==> config.mk <==
export PLATFORM = sky130hd
export DESIGN_NAME = rr_onehot_arbiter
export DESIGN_NICKNAME = d
export VERILOG_FILES = /design/src/rtl/rr_onehot_arbiter_pkg.sv /design/src/rtl/rr_onehot_arbiter_pick.sv /design/src/rtl/rr_onehot_arbiter.sv
export SDC_FILE = /design/constraint.sdc
export NUM_CORES = 1
export LEC_CHECK = 0
export ABC_AREA = 1
export CORE_UTILIZATION = 45
export CTS_CLUSTER_SIZE = 25
export DETAILED_ROUTE_END_ITERATION = 8
export GPL_ROUTABILITY_DRIVEN = 1
export GPL_TIMING_DRIVEN = 0
export PLACE_DENSITY = 0.68
export SETUP_SLACK_MARGIN = 0.4
export SYNTH_ARGS = -nofsm -noshare
export SYNTH_HDL_FRONTEND = slang
export SYNTH_SLANG_ARGS = --single-unit
==> constraint.sdc <==
create_clock -name clk -period 7.95 [get_ports clk]
set_input_delay 1.59 -clock clk [delete_from_list [all_inputs] [get_ports clk]]
set_output_delay 1.59 -clock clk [all_outputs]
set_load 0.05 [all_outputs]
==> src/rtl/rr_onehot_arbiter_pkg.sv <==
// rr_onehot_arbiter_pkg: shared widths and FSM state encoding for the round-robin arbiter and its encoder
package rr_onehot_arbiter_pkg;
  localparam int NUM_REQ = 16;
  localparam int IDX_W = 4;
  typedef enum logic {
    ST_IDLE  = 1'b0,
    ST_GRANT = 1'b1
  } state_t;
endpackage

==> src/rtl/rr_onehot_arbiter_pick.sv <==
// rr_pick16: combinational round-robin find (pending, ptr -> onehot, idx, any) via rotate/priority-find/rotate-back
module rr_pick16
  import rr_onehot_arbiter_pkg::*;
(
  input  logic [NUM_REQ-1:0] pending,
  input  logic [IDX_W-1:0]   ptr,
  output logic [NUM_REQ-1:0] onehot,
  output logic [IDX_W-1:0]   idx,
  output logic               any
);
  logic [2*NUM_REQ-1:0] dbl, back;
  logic [NUM_REQ-1:0] rot, low;
  logic [IDX_W-1:0] ridx;
  always_comb begin
    dbl = {pending, pending} >> ptr;
    rot = dbl[NUM_REQ-1:0];
    low = rot & (~rot + 1'b1);
    back = {low, low} << ptr;
    onehot = back[2*NUM_REQ-1:NUM_REQ];
    ridx = '0;
    for (int i = 0; i < NUM_REQ; i++) ridx = low[i] ? IDX_W'(i) : ridx;
    idx = ridx + ptr;
    any = |pending;
  end
endmodule

==> src/rtl/rr_onehot_arbiter.sv <==
// rr_onehot_arbiter: 16-line event capture with round-robin one-hot grant (ports: clk, reset, req_in, grant_ack -> grant_16, grant_valid, pending, overflow)
module rr_onehot_arbiter
  import rr_onehot_arbiter_pkg::*;
#(
  parameter bit EDGE_DETECT = 1'b1
) (
  input  logic               clk,
  input  logic               reset,
  input  logic [NUM_REQ-1:0] req_in,
  input  logic               grant_ack,
  output logic [NUM_REQ-1:0] grant_16,
  output logic               grant_valid,
  output logic [NUM_REQ-1:0] pending,
  output logic [NUM_REQ-1:0] overflow
);
  state_t state_q, state_d;
  logic [NUM_REQ-1:0] req_q, rise, clr, pick_onehot, grant_d;
  logic [IDX_W-1:0] ptr, ptr_d, gidx, gidx_d, pick_idx;
  logic pick_any, valid_d, ack;
  assign rise = EDGE_DETECT ? req_in & ~req_q : req_in;
  assign ack = (state_q == ST_GRANT) & grant_ack;
  assign clr = ack ? grant_16 : '0;
  rr_pick16 u_pick (
    .pending(pending),
    .ptr(ptr),
    .onehot(pick_onehot),
    .idx(pick_idx),
    .any(pick_any)
  );
  always_comb begin
    state_d = state_q;
    grant_d = grant_16;
    valid_d = grant_valid;
    gidx_d = gidx;
    ptr_d = ptr;
    if (state_q == ST_IDLE && pick_any) begin
      state_d = ST_GRANT;
      grant_d = pick_onehot;
      valid_d = 1'b1;
      gidx_d = pick_idx;
    end else if (ack) begin
      state_d = ST_IDLE;
      grant_d = '0;
      valid_d = 1'b0;
      ptr_d = gidx + 4'd1;
    end
  end
  always_ff @(posedge clk or posedge reset) begin
    if (reset) begin
      state_q <= ST_IDLE;
      grant_16 <= '0;
      grant_valid <= 1'b0;
      gidx <= '0;
      ptr <= '0;
      req_q <= '0;
      pending <= '0;
      overflow <= '0;
    end else begin
      state_q <= state_d;
      grant_16 <= grant_d;
      grant_valid <= valid_d;
      gidx <= gidx_d;
      ptr <= ptr_d;
      req_q <= req_in;
      pending <= (pending & ~clr) | rise;
      overflow <= overflow | (EDGE_DETECT ? rise & pending & ~clr : '0);
    end
  end
endmodule

; After elaboration in Yosys (flattened, before gate mapping)
; Index checks and enable logic that the tools add are counted.
; W data, S select, Z words.
[word_totals]
regBits = 73
in_bits = 19
out_inout_bits = 49
elab_cells = 49
[op_classes]
addsub = 3
shifts = 2
muxes = 20
bitwise = 13
reduce_logical = 4
[ops]
columns = op, count
row1 = $and A16 B16 Y16, 5
row2 = $mux W4, 14
row3 = $mux W16, 3
row4 = $not A16 Y16, 3
row5 = $or A16 B16 Y16, 2
row6 = $shl A32 B4 Y32, 1
row7 = $shr A32 B4 Y16, 1
row8 = $add A16 B1 Y16 const B, 1
row9 = $reduce_or A16 Y1, 1
row10 = $add A4 B1 Y4 const B, 1
row11 = $add A4 B4 Y4, 1
row12 = $mux W1, 3
row13 = $not A1 Y1, 2
row14 = $reduce_and A2 Y1, 1
row15 = $reduce_bool A2 Y1, 1
row16 = $and A1 B1 Y1, 1
row17 = $logic_and A1 B1 Y1, 1

; Logic depth before layout (Yosys ltp)
[depth]
depth_word = 20
mapped_depth = 22
mapped_depth_nobuf = 21

; Modules after synthesis
; A second synthesis with hierarchy kept.
[hier_totals]
hier_cells = 732
hier_area_um2 = 4917.2
[by_module_without_submodules]
columns = module, n_inst, cells_each, area_each_um2, seq_area_each_um2
row1 = rr_onehot_arbiter, 1, 242, 2643.8, 1826.8
row2 = rr_pick16, 1, 490, 2273.4, 0.0

; Worst setup path before layout
; No wires, ideal clock.
[synth_path]
kind = reg2reg
startpoint = reg pending[12]
endpoint = reg gidx[3]
setup_ns = 0.118
arrival_time_ns = 2.933
t_required_ns = 7.832
setup_slack_ns = 4.899
path_stages_with_launch = 19
path_buffers = 0
period_less_slack_ns = 3.051
path_cell_list = dfrtp_1 nand2_1 nand3_1 nand3_1 nand3_1 nand2_1 nand3_1 inv_1 nand3_1 inv_1 a2111oi_0 nand3_1 ha_1 nand3_1 nand2_1 xor2_1 nand3_1 nand3b_1 nand2_1
[synth_via]
elab_chain_cells = 20
word_cells_on_any_way = 22
cone_classes = 2 x add/sub / 1 x shift / 15 x mux / 2 x bitwise / 2 x reduce/logical
[synth_lines]
columns = item, line_no
row1 = from (decl), rr_onehot_arbiter.sv:13  ; output logic [NUM_REQ-1:0] pending,
row2 = from (signal assigned), rr_onehot_arbiter.sv:65  ; pending <= (pending & ~clr) | rise;
row3 = $shr A32 B4 Y16, rr_onehot_arbiter_pick.sv:15  ; dbl = {pending, pending} >> ptr;
row4 = $not A16 Y16, rr_onehot_arbiter_pick.sv:17  ; low = rot & (~rot + 1'b1);
row5 = $add A16 B1 Y16, rr_onehot_arbiter_pick.sv:17
row6 = $and A16 B16 Y16, rr_onehot_arbiter_pick.sv:17
row7 = $mux W1, rr_onehot_arbiter_pick.sv:21  ; for (int i = 0; i < NUM_REQ; i++) ridx = low[i] ? IDX_W'(i) : ridx;
row8 = $mux W4 (14 in a row), rr_onehot_arbiter_pick.sv:21
row9 = $add A4 B4 Y4, rr_onehot_arbiter_pick.sv:22  ; idx = ridx + ptr;
row10 = to (signal assigned), rr_onehot_arbiter.sv:62  ; gidx <= gidx_d;
row11 = to (decl), rr_onehot_arbiter.sv:18  ; logic [IDX_W-1:0] ptr, ptr_d, gidx, gidx_d, pick_idx;
; Several ways; a longest one is shown, not always the timed one.
; A chain may end at the register's enable or synchronous reset.

; Worst setup path after layout
[layout_path]
startpoint = reg ptr[1]
endpoint = reg gidx[3]
[layout_via]
elab_chain_cells = 20
[layout_lines]
columns = item, line_no
row1 = from (decl), rr_onehot_arbiter.sv:18
row2 = from (signal assigned), rr_onehot_arbiter.sv:63  ; ptr <= ptr_d;
row3 = $shr A32 B4 Y16, rr_onehot_arbiter_pick.sv:15
row4 = $not A16 Y16, rr_onehot_arbiter_pick.sv:17
row5 = $add A16 B1 Y16, rr_onehot_arbiter_pick.sv:17
row6 = $and A16 B16 Y16, rr_onehot_arbiter_pick.sv:17
row7 = $mux W1, rr_onehot_arbiter_pick.sv:21
row8 = $mux W4 (14 in a row), rr_onehot_arbiter_pick.sv:21
row9 = $add A4 B4 Y4 (*), rr_onehot_arbiter_pick.sv:22
; Mark *: on every way between the ends. The rest lies on a longest branch, timed or not.

==> flow_summary.ini <==
[critical_path]
r2r_slack_ps = 4150
startpoint_type = flip-flop
timing_worst_setup_path_type = reg -> reg
timing.critical_path.arrival_ps = 4050
crit_path_max_fanout = 10
worstPathRequired_ps = 8200
sort_of_element_at_the_end_of_the_critical_path = flip-flop

[die]
effective_utilization_at_floorplan = 0.467
dieArea_sq_mm = 0.0107
placement_rows = 36
floorplan_die_width_um = 103
floorplan.die.height_um = 103
floorplan.core_area_sq_mm = 0.00986
io_pins = 68

[power_and_ir_drop]
powerDensity_mw_per_mm2 = 456
cellLeakagePower_nw = 2.85
power.share.switching = 0.565
internal_power_mw = 1.12
p_sw_mw = 1.45
vdd.ir_drop.worst_mv = 0.235
share_clk_of_total_power = 0.112
power.combinational.fraction = 0.666
pwr-share-seq = 0.222

[worst_hold_path]
hold_path.class = reg -> reg

[final_layout]
commonest_cells_after_routing_fill_and_taps_aside = sky130_fd_sc_hd__nand2_1 (207), sky130_fd_sc_hd__nand3_1 (191), sky130_fd_sc_hd__dfrtp_1 (73)
flow.area_growth_from_synthesis_pct = 22.4
mostFrequentLayoutCell = sky130_fd_sc_hd__nand2_1
final.fill_count = 961
share_of_cells_above_drive_strength_1 = 0.0674
antenna-diode-count = 0
postLayoutCoreUtil = 0.572
stdcell_area_sq_mm = 0.00564
fin_nets = 762

[placed_design]
placedInstanceArea_sq_mm = 0.00545
place_congestion = 0.941
io_buffers = 67
place.detailed.hpwl_um = 11700

[sta]
time_the_final_worst_path_needs_with_i_o_delays_and_setup_ps = 3800
worst_hold_slack_ps = 445
fin_worst_skew_ps = 8.62
tightestPinTransition_ps = 897
clock.fmax_mhz = 263
max_slew_margin = 0.402
finalMaxSlewViolations = 0
setup_viol = 0
min_period_over_period = 0.478
rsz_0062_raised_after_global_routing = no
hold_viol_final = 0
fin_tns_setup_ps = 0

[routing]
routed_via_density = 5.52
detailedRoute.firstPassIterationCount = 5
drtIter0Drc = 314
total_via_count_after_detailed_routing = 4830
postRouteWirelength_um = 14900
drc = 0
antenna_left = 0
wire_per_inst_um = 17.1

[cts]
post-cts-setup-buffer-count = 0
tritoncts_clock_tree = yes
cts_resized = 0
clkSlewWorstSetupHoldPaths_ps = 80
numCtsBuffers = 9
htree_levels = 3
post_cts_hold_buffer_count = 0
cts_root_buf = sky130_fd_sc_hd__clkbuf_8
numClockSinks = 73
max_buffers_root_to_sink = 2
clock_latency_ps = 360

[synthesis]
synth_area_leaders = sky130_fd_sc_hd__dfrtp_1 (40%), sky130_fd_sc_hd__nand3_1 (21%), sky130_fd_sc_hd__nand2_1 (17%)
mappedNetlistNets = 684
synthesis.instances = 660
synth_warnings = 0
yosysSeqAreaShare = 0.396
netlist-cell-type-count = 37
yosysTopAreaCell = sky130_fd_sc_hd__dfrtp_1
postSynthAreaPerCell_sq_um = 6.99
post_synth_instance_area_sq_mm = 0.00461
postSynthRegisterBits = 73
synthDominantCellAreaShare = 0.396

[grt]
grt.overflow.total = 0
grt_first_pass_wirelength_um = 23700
antenna_found_initial = 0
grt_start_max_net_pins = 74
first_global_vias = 4553
globalRouteTotalUtil = 0.304

[outcome]
run_status = finished clean

[flow_run]
maxCapViolations = 0
-- sequential cells by signal (all words and copies together), names as in the netlist --
signal / count
pending: 16
state_q: 1
gidx: 4
grant_16: 16
ptr: 4
req_q: 16
overflow: 16
-- layer usage --
| metal | track usage | vias to the layer above | wire, um |
|---|---|---|---|
| li1 | - | 2378 | - |
| met1 | 0.420 | 2262 | 6870 |
| met2 | 0.476 | 170 | 6970 |
| met3 | 0.0612 | 20 | 809 |
| met4 | 0.106 | 0 | 289 |
| met5 | 0 | - | 0 |
-- worst max-delay path: stages (launching register included) --
cell,delay (ps)
sky130_fd_sc_hd__dfrtp_1,450
sky130_fd_sc_hd__buf_2,240
sky130_fd_sc_hd__inv_2,100
sky130_fd_sc_hd__buf_4,180
sky130_fd_sc_hd__nand3_1,130
sky130_fd_sc_hd__nand3_1,110
sky130_fd_sc_hd__nand3_1,80
sky130_fd_sc_hd__nand2_1,160
sky130_fd_sc_hd__nand3_1,230
sky130_fd_sc_hd__inv_1,60
sky130_fd_sc_hd__nand3_1,170
sky130_fd_sc_hd__inv_1,100
sky130_fd_sc_hd__a2111oi_0,490
sky130_fd_sc_hd__nand3_1,240
sky130_fd_sc_hd__ha_1,350
sky130_fd_sc_hd__nand3_1,70
sky130_fd_sc_hd__nand2_1,90
sky130_fd_sc_hd__xor2_1,180
sky130_fd_sc_hd__nand3_1,100
sky130_fd_sc_hd__nand3b_1,90
sky130_fd_sc_hd__nand2_1,60
-- final timing paths --
kind	end	cells past startpoint	start
max in group asynchronous	state_q$_DFFE_PP0P_	2	reset
min in group asynchronous	pending[9]$_DFF_PP0_	2	reset
worst max-delay path	gidx[3]$_DFFE_PP0P_	20	ptr[1]$_DFFE_PP0P_
worst min-delay path	overflow[1]$_DFF_PP0_	1	req_q[1]$_DFF_PP0_
worst min register to register	overflow[1]$_DFF_PP0_	1	req_q[1]$_DFF_PP0_
worst max register to register	gidx[3]$_DFFE_PP0P_	20	ptr[1]$_DFFE_PP0P_
-- layout make-up --
class	instances	area, sq um	area share
clock inverters	6	67.6	0.0120
clock buffers	9	124	0.0220
inverters	53	201	0.0357
flip-flops and latches	73	1830	0.324
well taps	133	166	0.0295
multi-input cells	502	2430	0.430
plain buffers	32	156	0.0277
repair buffers	67	671	0.119
-- power by group through the flow --
| stage | Combinational (mW) | Clock, mW | Sequential, mW |
|---|---|---|---|
| floorplan | 1.01 | 0 | 0.744 |
| global placement | 1.67 | 0 | 0.575 |
| detailed placement | 1.69 | 0 | 0.576 |
| CTS | 1.70 | 0.295 | 0.570 |
| global route | 1.88 | 0.308 | 0.580 |
| finish | 1.71 | 0.288 | 0.571 |
-- per-stage QoR --
step	cells	setup slack (ps)	total power, mW
2_1_floorplan	660	4510	1.75
3_3_place_gp	860	3470	2.24
3_5_place_dp	860	4190	2.26
4_1_cts	875	4190	2.56
5_1_grt	875	3840	2.77
6_report	875	4150	2.57
-- synthesized netlist by cell type (all sizes together) --
cell type / instances
buf: 26
nand4: 4
xnor2: 2
o21a: 1
or2: 4
nor3: 2
nor2: 20
nand2: 209
dfrtp: 73
o211ai: 6
a2111oi: 1
xor2: 2
a21oi: 4
inv: 52
ha: 4
o31ai: 16
fa: 1
nor4: 4
o21ai: 28
nand3: 191
nand3b: 1
clkinv: 1
nor4b: 1
clkbuf: 6
o22ai: 1
-- cells by family (layout without fill, tap and decap cells) --
group,Yosys count,after routing,synth area share
buf+inv,85,167,0.0771
fa+ha+maj,5,5,0.0152
xor+xnor,4,4,0.00760
simple gates,436,436,0.428
compound gates,57,57,0.0754
flops,73,73,0.396
Power figures use the tool's default switching activity.
